### config.mk
export PLATFORM = sky130hd
export DESIGN_NAME = uart_cmd_ctrl
export DESIGN_NICKNAME = d
export VERILOG_FILES = /design/src/rtl/uart_cmd_ctrl.sv
export SDC_FILE = /design/constraint.sdc
export NUM_CORES = 1
export LEC_CHECK = 0
export ABC_AREA = 1
export CAP_MARGIN = 20
export CORE_MARGIN = 4
export CORE_UTILIZATION = 59
export CTS_CLUSTER_SIZE = 8
export DETAILED_ROUTE_END_ITERATION = 7
export PLACE_DENSITY = 0.9
export SYNTH_ARGS = -nofsm -noshare
export SYNTH_HDL_FRONTEND = slang
export SYNTH_SLANG_ARGS = --single-unit
### constraint.sdc
create_clock -name clk -period 1.6 [get_ports clk]
set_input_delay 0.24 -clock clk [delete_from_list [all_inputs] [get_ports clk]]
set_output_delay 0.24 -clock clk [all_outputs]
set_load 0.01 [all_outputs]
### src/rtl/uart_cmd_ctrl.sv
// UART command/response controller: decodes single-byte commands, drives the Sobel enable,
// counts camera frames and returns 5-byte framed responses. Optional macro: UART_CMD_TIMEOUT_EN.
module uart_cmd_ctrl #(
  parameter int unsigned SYNC_STAGES  = 2,
  parameter logic        SOBEL_EN_RST = 1'b0,
  parameter logic [31:0] TX_TIMEOUT   = 32'd2700000
) (
  input  logic       clk,
  input  logic       rst,
  input  logic [7:0] rx_data,
  input  logic       rx_valid,
  output logic [7:0] tx_data,
  output logic       tx_valid,
  input  logic       tx_ready,
  input  logic       frame_sync,
  output logic       sobel_enable,
  output logic       busy,
  output logic       err_sticky
);

  localparam logic [7:0] HDR_BYTE      = 8'hA5;
  localparam logic [7:0] ERR_CMD       = 8'h15;
  localparam logic [7:0] CMD_SOBEL_ON  = 8'h53;
  localparam logic [7:0] CMD_SOBEL_OFF = 8'h73;
  localparam logic [7:0] CMD_READ_CNT  = 8'h52;
  localparam logic [7:0] CMD_DIAG      = 8'h44;

  typedef enum logic [2:0] {IDLE, HDR, CMD, PH, PL, CSUM} state_t;

  state_t                 state;
  logic [7:0]             cmd_q;
  logic [7:0]             ph_q;
  logic [7:0]             pl_q;
  logic [7:0]             last_cmd;
  logic [15:0]            frame_cnt;
  logic [SYNC_STAGES-1:0] sync_q;
  logic                   sync_prev;
  logic                   frame_edge;
  logic                   tx_abort;

  assign frame_edge = sync_q[SYNC_STAGES-1] & ~sync_prev;

  // NOTE: sequential state uses non-blocking assignments so every flop samples pre-edge values.
  always_ff @(posedge clk) begin
    if (rst) begin
      sync_q    <= '0;
      sync_prev <= 1'b0;
      frame_cnt <= 16'h0000;
    end else begin
      sync_q    <= {sync_q[SYNC_STAGES-2:0], frame_sync};
      sync_prev <= sync_q[SYNC_STAGES-1];
      if (frame_edge) frame_cnt <= frame_cnt + 16'd1;
    end
  end

`ifdef UART_CMD_TIMEOUT_EN
  logic [31:0] wait_cnt;

  assign tx_abort = tx_valid && !tx_ready && (wait_cnt == TX_TIMEOUT - 32'd1);

  // Idle covers the reset-on-entry-to-HDR case; any accepted byte restarts the wait.
  always_ff @(posedge clk) begin
    if (rst) begin
      wait_cnt <= 32'd0;
    end else if (state == IDLE || (tx_valid && tx_ready)) begin
      wait_cnt <= 32'd0;
    end else if (tx_valid) begin
      wait_cnt <= wait_cnt + 32'd1;
    end
  end
`else
  logic unused_timeout;

  assign tx_abort       = 1'b0;
  assign unused_timeout = ^TX_TIMEOUT;
`endif

  always_ff @(posedge clk) begin
    if (rst) begin
      state        <= IDLE;
      cmd_q        <= 8'h00;
      ph_q         <= 8'h00;
      pl_q         <= 8'h00;
      last_cmd     <= 8'h00;
      tx_data      <= 8'h00;
      tx_valid     <= 1'b0;
      busy         <= 1'b0;
      err_sticky   <= 1'b0;
      sobel_enable <= SOBEL_EN_RST;
    end else begin
      // A byte arriving mid-packet is dropped but remembered as an error.
      if (rx_valid && state != IDLE) err_sticky <= 1'b1;

      if (tx_abort) begin
        state      <= IDLE;
        busy       <= 1'b0;
        tx_valid   <= 1'b0;
        err_sticky <= 1'b1;
      end else begin
        case (state)
          IDLE: begin
            if (rx_valid) begin
              last_cmd <= rx_data;
              cmd_q    <= rx_data;
              ph_q     <= 8'h00;
              pl_q     <= 8'h00;
              state    <= HDR;
              busy     <= 1'b1;
              tx_valid <= 1'b1;
              tx_data  <= HDR_BYTE;
              case (rx_data)
                CMD_SOBEL_ON: begin
                  sobel_enable <= 1'b1;
                  pl_q         <= 8'h01;
                end
                CMD_SOBEL_OFF: sobel_enable <= 1'b0;
                CMD_READ_CNT:  {ph_q, pl_q} <= frame_cnt;
                CMD_DIAG: begin
                  ph_q       <= {5'b0, err_sticky, 1'b0, sobel_enable};
                  pl_q       <= last_cmd;
                  err_sticky <= 1'b0;
                end
                default: begin
                  cmd_q      <= ERR_CMD;
                  pl_q       <= rx_data;
                  err_sticky <= 1'b1;
                end
              endcase
            end
          end
          HDR: if (tx_ready) begin
            state   <= CMD;
            tx_data <= cmd_q;
          end
          CMD: if (tx_ready) begin
            state   <= PH;
            tx_data <= ph_q;
          end
          PH: if (tx_ready) begin
            state   <= PL;
            tx_data <= pl_q;
          end
          PL: if (tx_ready) begin
            state   <= CSUM;
            tx_data <= cmd_q ^ ph_q ^ pl_q;
          end
          CSUM: if (tx_ready) begin
            state    <= IDLE;
            busy     <= 1'b0;
            tx_valid <= 1'b0;
          end
          default: begin
            state    <= IDLE;
            busy     <= 1'b0;
            tx_valid <= 1'b0;
          end
        endcase
      end
    end
  end

endmodule
==> flow_summary.toml <==
[setup_path]
path_cells = "clkdlybuf4s50_1"
crit_family = "buffers and inverters"
crit_buf_inv = 1
cpPeakStageDelay_ns = 0.56
worstSetupStartpointType = "flip-flop"
critPathKind = "reg -> out"
cp_slowest_cell = "clkdlybuf4s50_1"
required_ns = 1.36
crit_path_end_kind = "output port"
critical_path.max_fanout = 3
cp_data_arrival_time_ns = 1.31

[floorplanning]
core_area_sq_um = 5610
die_w_microns = 84.8
io_pins = 25
dieArea_sq_um = 7190
start_util_pct = 62.0
die_h_microns = 84.8
rows = 27

[sta]
period_needed_ns = 1.55
maxSlewHeadroom_pct = 67.1
max_freq_ghz = 0.645
tightest_slew_ns = 0.489
fin_worst_skew_ns = 0.00600
period_share_pct = 96.9
finalSetupViolations = 0
rsz0062_at_grt = "false"
hold_viol_final = 0
slew_violations = 0

[pwr]
p_int_mw = 3.55
p_switching_mw = 2.15
ir_worst_vdd_v = 0.00104
p_sw_share_pct = 37.7
pwr-share-comb_pct = 36.9
seq_power_share_pct = 36.3
p_leak_nw = 1.80
p_per_area_nw_per_um2 = 1350
clkPwrFrac_pct = 26.8

[final_layout]
layout-drive-gt1-share_pct = 15.2
areaGrowthSynthToFinish_pct = 21.8
final_common_cell = "nand2_1"
diodes = 0
mostFrequentLayoutCells = "nand2_1 (148), nor2_1 (69), dfxtp_1 (63), inv_1 (50), a21oi_1 (47)"
layout.area.seq_sq_um = 1300
stdcell_area_sq_um = 4240
final_cells = 663
multi_input_area_sq_um = 1860
num-fill-cells = 427
nets = 600

[clocking]
cts.sinks = 65
clkLatencyLatePin_ns = 0.35
clockBufferDepth = 2
hold_buffers = 0
cts-root-buf = "clkbuf_8"
htreeDepth = 3
cts_tree = "yes"
clk_pin_slew_ns = 0.07
cts_buffers = 9

[synth]
synth_top_area_share_pct = 37.4
synth_top_family_by_area = "simple AND/OR/NAND/NOR gates"
synth_edf_count = 0
ys_seq_area_share_pct = 37.4
ys_ff_latch = 65
synthSimpleGateAreaFrac_pct = 38.7
async_flop_share_pct = 0
synth_fa_ha_area_share_pct = 0.360
ys_types = 38
syn_area_per_cell_sq_um = 6.58
synthFlopType = "dfxtp_1"
synth_top_area_cell = "dfxtp_1"
netlist_area_sq_um = 3480
muxShareOfSynthArea_pct = 0
ys_warn_count = 0
synth-compound-area-share_pct = 11.9
syn_inst = 529
synth_nets = 543
yosys-top-cells-area = "dfxtp_1 (37%), nand2_1 (16%), nor2_1 (7.6%)"
synth_xor_area_share_pct = 2.01

[placed_design]
portBuffers = 24
placed_area_sq_um = 4010
gp_congestion = 0.906
dpl.hpwl_microns = 6670
place_inst = 647

[global_route]
first_global_vias = 3590
grt-ovfl-total = 0
grtUsageTotal_pct = 26.7
antenna_found_initial = 0
grt_pass1_wl_microns = 15600
grt_max_degree = 20

[routing]
drc = 0
vias_per_cell = 5.48
vias = 3636
drt_iter0_drc = 226
wl_per_cell_microns = 13.5
wirelength_microns = 8970
antenna_left = 0
firstDrtPassIters = 5

[status]
status = "finished, final reports clean"

[run]
drv_cap = 0

[hold_path]
hold_class = "in -> reg"
## power groups by stage
stage / Combinational, mW / Clock, mW / Sequential [mW]
final: 2.10 / 1.53 / 2.07
after global routing: 2.34 / 1.62 / 2.10
after CTS: 2.09 / 1.55 / 2.06
after detailed placement: 2.05 / 0 / 2.10
after global placement: 1.99 / 0 / 2.09
after floorplan: 1.47 / 0 / 2.03
## path summary, 6_finish.rpt
| kind | from | endpoint | slack [ns] | depth (start not counted) |
|---|---|---|---|---|
| max | err_sticky | err_sticky | 0.05 | 1 |
| max reg2reg | state[0] | pl_q[0] | 0.11 | 9 |
| min | frame_sync | sync_q[0] | 0.39 | 3 |
| min reg2reg | sync_q[0] | sync_q[1] | 0.41 | 2 |
## stage by stage
| stage | setup TNS, ns | setup WS (ns) | util [%] | power, mW | hold slack, ns |
|---|---|---|---|---|---|
| floorplan | 0 | 0.226 | - | 3.51 | 0.347 |
| global placement | -1.05 | -0.105 | 71.5 | 4.07 | 0.391 |
| detailed placement | -2.30 | -0.150 | 71.5 | 4.14 | 0.399 |
| CTS | 0 | 0.0343 | 75.3 | 5.69 | 0.380 |
| global route | 0 | 0.00768 | 75.5 | 6.05 | 0.402 |
| finish | 0 | 0.0497 | 75.5 | 5.70 | 0.395 |
## cells in the mapped netlist (2+ instances only)
master    instances
clkbuf_1          6
inv_1            50
buf_6             4
inv_4             2
o211a_1           2
nand3_2           2
buf_4             3
a31oi_1           2
nor2_2            4
buf_2             2
o21ai_0          20
nand2_4           3
xnor2_1           3
nand2_2           5
nor3_1            5
a21oi_1          47
inv_2             8
nor2_4            6
nand3_1          43
nand2_1         148
dfxtp_1          65
nand4_1           8
o21ai_1           3
nor2_1           70
xor2_1            5
## layer usage
layer  vias up  routed length [microns]  track usage [%]
met5         -                        0                0
met4         0                      239             12.2
li1       1795                        -                -
met3        35                      626             7.16
met2       131                     4420             46.5
met1      1675                     3690             30.3
## worst min-delay path: stages
cell and delay (ns):
clkdlybuf4s50_1 0.39, inv_1 0.05, nor2_1 0.03
## timing repair
item                       4_1_cts  5_1_grt
resized for setup                0        7
setup buffers                    0        0
setup endpoints to repair        0        7
hold endpoints to repair         0        0
## cell type report
class | count | share of cell area, %
multi-input cells | 388 | 43.8
inverters | 61 | 5.52
repair buffers | 61 | 12.8
flip-flops and latches | 65 | 30.8
clock inverters | 6 | 1.95
clock buffers | 10 | 3.01
well taps | 72 | 2.13
## registers in the layout (all words and copies together), names as in the netlist
signal,flops
busy,1
cmd_q,8
err_sticky,1
frame_cnt,16
last_cmd,8
ph_q,8
pl_q,8
sobel_enable,1
state,3
sync_prev,1
sync_q,2
tx_data,8
## kinds of logic after synthesis
logic type,Yosys count
DFF,65
and+or+nand+nor,301
xor gates and xnor gates,8
adders and majority gates,1
buffers and inverters,76
AOI/OAI and AO/OA,78
No activity file was read; power rests on OpenSTA's default activity.
